### src/rtl/sklansky_sub_pipe.sv
// Two-stage pipelined unsigned subtractor (a + ~b + 1) built on a Sklansky prefix carry tree.
// Define SUB_OVF_EN to add the registered signed-overflow output ovf.
module sklansky_sub_pipe #(
  parameter int WIDTH = 5
) (
  input  logic             clk,
  input  logic             rst,
  input  logic             in_valid,
  output logic             in_ready,
  input  logic [WIDTH-1:0] a,
  input  logic [WIDTH-1:0] b,
  output logic             out_valid,
  input  logic             out_ready,
  output logic [WIDTH-1:0] diff,
  output logic             bout
`ifdef SUB_OVF_EN
  ,
  output logic             ovf
`endif
);

  // Node 0 carries the folded-in carry-in (g=1, p=0); node i+1 is operand bit i.
  localparam int N    = WIDTH + 1;
  localparam int LVL  = $clog2(N);
  localparam int LVL1 = LVL / 2;

  // Applies Sklansky levels [lo, hi) to a node vector and returns {G, P}.
  function automatic logic [2*N-1:0] prefix_levels(input logic [N-1:0] gi,
                                                   input logic [N-1:0] pi,
                                                   input int lo, input int hi);
    logic [N-1:0] g, p, gn, pn;
    int src;
    g = gi;
    p = pi;
    for (int k = 0; k < LVL; k++) begin
      if (k >= lo && k < hi) begin
        gn = g;
        pn = p;
        for (int j = 0; j < N; j++) begin
          if (((j >> k) & 1) == 1) begin
            src   = ((j >> k) << k) - 1;
            gn[j] = g[j] | (p[j] & g[src]);
            pn[j] = p[j] & p[src];
          end
        end
        g = gn;
        p = pn;
      end
    end
    return {g, p};
  endfunction

  function automatic logic [N-1:0] prefix_carries(input logic [N-1:0] gi,
                                                  input logic [N-1:0] pi,
                                                  input int lo, input int hi);
    logic [2*N-1:0] gp;
    gp = prefix_levels(gi, pi, lo, hi);
    return gp[2*N-1:N];
  endfunction

  logic             vld_p1, vld_p2;
  logic             adv1, adv2;
  logic [N-1:0]     g_p0, p_p0, g_s1, p_s1;
  logic [WIDTH-1:0] praw_p0;
  logic [N-1:0]     g_p1, p_p1;
  logic [WIDTH-1:0] praw_p1;
  logic [N-1:0]     c_p1;
  logic [WIDTH-1:0] diff_s2;
  logic             bout_s2;

  assign adv2      = ~vld_p2 | out_ready;
  assign adv1      = ~vld_p1 | adv2;
  assign in_ready  = adv1;
  assign out_valid = vld_p2;

  // ---- stage 0 -> 1: bit generate/propagate and first prefix levels
  assign praw_p0 = a ^ ~b;
  assign g_p0    = {a & ~b, 1'b1};
  assign p_p0    = {praw_p0, 1'b0};
  assign {g_s1, p_s1} = prefix_levels(g_p0, p_p0, 0, LVL1);

  always_ff @(posedge clk) begin
    if (in_valid && adv1) begin
      g_p1    <= g_s1;
      p_p1    <= p_s1;
      praw_p1 <= praw_p0;
    end
  end

`ifdef SUB_OVF_EN
  logic amsb_p1, bmsb_p1;
  always_ff @(posedge clk) begin
    if (in_valid && adv1) begin
      amsb_p1 <= a[WIDTH-1];
      bmsb_p1 <= b[WIDTH-1];
    end
  end
`endif

  // ---- stage 1 -> 2: remaining prefix levels, sum and borrow
  assign c_p1    = prefix_carries(g_p1, p_p1, LVL1, LVL);
  assign diff_s2 = praw_p1 ^ c_p1[WIDTH-1:0];
  assign bout_s2 = ~c_p1[WIDTH];

  always_ff @(posedge clk) begin
    if (rst) begin
      vld_p1 <= 1'b0;
      vld_p2 <= 1'b0;
      diff   <= '0;
      bout   <= 1'b0;
`ifdef SUB_OVF_EN
      ovf    <= 1'b0;
`endif
    end else begin
      if (adv1) vld_p1 <= in_valid;
      if (adv2) begin
        vld_p2 <= vld_p1;
        if (vld_p1) begin
          diff <= diff_s2;
          bout <= bout_s2;
`ifdef SUB_OVF_EN
          ovf  <= (amsb_p1 ^ bmsb_p1) & (amsb_p1 ^ diff_s2[WIDTH-1]);
`endif
        end
      end
    end
  end

endmodule

### config.mk
export PLATFORM = sky130hd
export DESIGN_NAME = sklansky_sub_pipe
export DESIGN_NICKNAME = d
export VERILOG_FILES = /design/src/rtl/sklansky_sub_pipe.sv
export SDC_FILE = /design/constraint.sdc
export NUM_CORES = 1
export LEC_CHECK = 0
export ABC_AREA = 1
export ABC_CLOCK_PERIOD_IN_PS = 3100
export CAP_MARGIN = 0
export CORE_MARGIN = 2
export CORE_UTILIZATION = 30
export DETAILED_ROUTE_END_ITERATION = 8
export SYNTH_ARGS = -nofsm -noshare
export SYNTH_HDL_FRONTEND = slang
export SYNTH_SLANG_ARGS = --single-unit
### constraint.sdc
create_clock -name clk -period 3.1 [get_ports clk]
set_clock_uncertainty 0.05 [all_clocks]
set_input_delay 0.775 -clock clk [delete_from_list [all_inputs] [get_ports clk]]
set_output_delay 0.775 -clock clk [all_outputs]
set_load 0.005 [all_outputs]
# Word-level counts from Yosys, hierarchy flattened
# Index checks and enable logic that the tools add are counted.
# W data, S select, Z words.
# classes
add_sub_neg	0
n_mul	0
div	0
n_lt_le_gt_ge	0
n_eq_ne	0
shift	0
muxes	0
bitwise_logic	24
n_reduce_logical	2
# op_table
operator	count
$xor A5 B5 Y5	2
$or A1 B1 Y1	9
$and A1 B1 Y1	8
$and A5 B5 Y5	1
$not A5 Y5	1
$not A1 Y1	3
$reduce_and A2 Y1	1
$logic_and A1 B1 Y1	1
# totals
register_bits	22
latch_bits	0
mem_bits_rw	0
mem_bits_ro	0
inputBits	14
output_inout_bits	8
word_cells	33
memories	0

# Logic depth before layout (Yosys ltp)
# logic_depth
word_depth	5
ltp_mapped	7
mapped_depth_nobuf	7

# Worst setup path before layout
# OpenSTA, ideal clock, no wires.
# synth_timing
path_kind	input-to-output
startpoint	input out_ready
endpoint	output in_ready
arrival_time_ns	0.914
t_required_ns	2.275
slack_ns	1.361
path_stages	2
path_buffers	0
cell_sequence	inv_2 nand3_1
# synth_via
elab_chain_len	2
# synth_lines
element	line	rtl
start: declaration	13	input logic out_ready,
$or A1 B1 Y1	71	assign adv2 = ~vld_p2 | out_ready;
$or A1 B1 Y1	72	assign adv1 = ~vld_p1 | adv2;
end: declaration	9	output logic in_ready,
# No other way between the ends.

# Worst setup path in the final report
# Ends and elaborated chain as after synthesis.

==> flow_metrics.py <==
metrics = {
    "run_status": {
        "status": "finished clean",
    },
    "global_routing": {
        "antenna_found_initial": 0,
        "grt_remaining_overflow": 0,
        "grt_pass1_vias": 545,
        "grt_pass1_wl_mm": 2.24,
        "grt_max_degree": 13,
        "grt.total_usage_pct": 8.89,
    },
    "die": {
        "dieArea_mm2": 0.00334,
        "core-area_mm2": 0.00276,
        "start_util_pct": 31.5,
        "rows": 19,
        "die_width_um": 57.8,
        "die_h_um": 57.8,
        "pin_count": 22,
    },
    "placement": {
        "dpl_cell_area_mm2": 0.00112,
        "place_congestion": 0.733,
        "dp_hpwl_mm": 1.14,
        "port_buffers": 21,
    },
    "power": {
        "vdd_ir_drop_max_mv": 0.232,
        "power_density_mw_per_mm2": 451,
        "power_leakage_nw": 0.527,
    },
    "clocking": {
        "htree_levels": 1,
        "clk_path_buf_depth": 2,
        "cts_setup_buffers": 0,
        "path_clk_slew_ns": 0.10,
        "cts_sinks": 20,
        "clock_latency_ns": 0.29,
        "clockRootBuffer": "clkbuf_4",
        "cts_resized": 0,
        "cts_hold_buf": 0,
        "cts-buffers-inserted": 3,
        "cts_tree": "built",
    },
    "timing": {
        "tns_ns": 0,
        "slew_headroom_pct": 71.9,
        "fmax_ghz": 0.367,
        "setup_viol": 0,
        "final-max-slew-violation-count": 0,
        "grt_setup_unrepaired": "false",
        "worst_pin_slew_ns": 0.421,
        "min_period_over_period_pct": 88.0,
        "hold_viol": 0,
        "min_period_ns": 2.73,
    },
    "yosys": {
        "syn-cell-area_um2": 868,
        "synth_top_area_cell": "edfxtp_1",
        "synth_seq_cells": 20,
        "synth_seq_area_share_pct": 59.9,
        "yosys_warnings": 0,
        "syn_avg_cell_area_um2": 9.98,
        "netlist_instances": 87,
        "syn-num-nets": 108,
        "synth.distinct_cells": 14,
        "synthTopCellsByArea": "edfxtp_1 (41%), dfxtp_1 (18%), ha_1 (10%)",
        "synth_top_area_share_pct": 41.5,
    },
    "worst_setup_path": {
        "crit_chain": "clkdlybuf4s50_1, inv_2, nand3_1, clkdlybuf4s50_1",
        "crit_type": "in2out",
        "crit_slowest_cell": "clkdlybuf4s50_1",
        "crit_start": "out_ready",
        "cp_top_family": "buffers and inverters",
        "crit_path_end_kind": "output pin",
        "cp_max_fo": 3,
        "r2r-start": "vld_p1",
        "cp.arrival_ns": 1.90,
        "required_ns": 2.27,
        "startpoint_type": "input port",
        "crit_buf_inv": 3,
        "path_common_cell": "clkdlybuf4s50_1",
        "slowest_delay_ns": 0.52,
    },
    "finish": {
        "final_area_mm2": 0.00114,
        "diodes": 0,
        "drive_gt1_share_pct": 7.14,
        "layout.nets": 134,
        "syn_to_final_growth_pct": 31.7,
        "fillers": 282,
    },
    "routing": {
        "drc": 0,
        "vias": 599,
        "drt_iter0_markers": 12,
        "via_per_inst": 4.19,
        "detail_route.first_pass.iterations": 4,
        "drt-total-wl_mm": 1.37,
        "ant_nets": 0,
        "wire_per_inst_um": 9.61,
    },
    "run": {
        "cap_violations": 0,
    },
    "worst_hold_path": {
        "min_path_type": "reg2reg",
        "hp-start": "diff[0]",
    },
}
-- synth_stat cells --
library cell	n
ha_1	7
inv_1	17
nand2_4	1
dfxtp_1	8
nand2_2	2
nor2_1	10
nand2_1	16
edfxtp_1	12
inv_4	1
a21o_1	2
inv_2	1
a21oi_1	5
nand3_1	1
o21ai_0	4
-- final cells by class --
| type | instances | area [µm²] | area share [%] |
|---|---|---|---|
| sequential | 20 | 520 | 45.5 |
| multi-input combinational | 48 | 274 | 24.0 |
| timing repair buffer | 21 | 210 | 18.4 |
| inverter | 19 | 73.8 | 6.46 |
| tap | 31 | 38.8 | 3.39 |
| clock buffer | 4 | 26.3 | 2.30 |
-- path summary, 6_finish.rpt --
path	slack, ns	cells after the start	endpoint
min reg2reg	0.44	2	diff[0]
max	0.37	4	in_ready
max reg2reg	1.82	3	p_p1[3]
min	0.44	2	diff[0]
-- per-stage QoR --
stage	instances	utilization (%)	power [W]	worst slack (ns)	hold slack (ns)
finish	143	41.5	0.000516	0.373	0.440
global route	143	41.5	0.000545	0.335	0.474
floorplan	87	-	0.000357	1.36	0.422
CTS	143	41.5	0.000523	0.361	0.444
global placement	139	40.5	0.000396	0.385	0.416
detailed placement	139	40.5	0.000400	0.363	0.425
-- flip-flops by register name, summed over array words and instances (netlist names) --
register and flops:
praw_p1 5, vld_p1 1, diff 5, out_valid 1, bout 1, p_p1 2, g_p1 5
-- layout by cell type, fill, tap and decap left out --
cell type and count:
nand2_2 2, a21oi_1 5, nand2_4 1, inv_4 1
nor2_1 10, clkdlybuf4s50_1 21, clkbuf_4 3, inv_2 1
nand3_1 1, dfxtp_1 8, o21ai_0 4, clkbuf_1 1
ha_1 7, nand2_1 16, edfxtp_1 12, inv_1 17
a21o_1 2
-- report_power, final --
part | leakage [nW] | switching, W | internal [W]
clock network | 0.0150 | 0.0000739 | 0.0000499
logic | 0.328 | 0.0000349 | 0.0000441
registers | 0.184 | 0.00000880 | 0.000305
total | 0.527 | 0.000118 | 0.000399
-- cell families (layout without fill, tap and decap cells) --
kind of cell / after synthesis / count (layout) / synth area share, %
DFF: 20 / 20 / 59.9
AOI/OAI and AO/OA: 11 / 11 / 6.92
buffers and inverters: 19 / 44 / 8.50
adders and majority gates: 7 / 7 / 10.1
and+or+nand+nor: 30 / 30 / 14.6
-- tightest hold or removal path, delay by kind of cell, from the launching register on --
kind             cells  cell delay, ns
flip-flops           1            0.32
AND/OR/NAND/NOR      2            0.14
-- metal layers --
layer	vias up	routed length (µm)	track usage (%)
li1	323	-	-
met1	264	580	10.6
met2	10	718	15.3
met3	2	63	2.01
met4	0	11	3.99
met5	-	0	0
No activity file was read; power rests on OpenSTA's default activity.
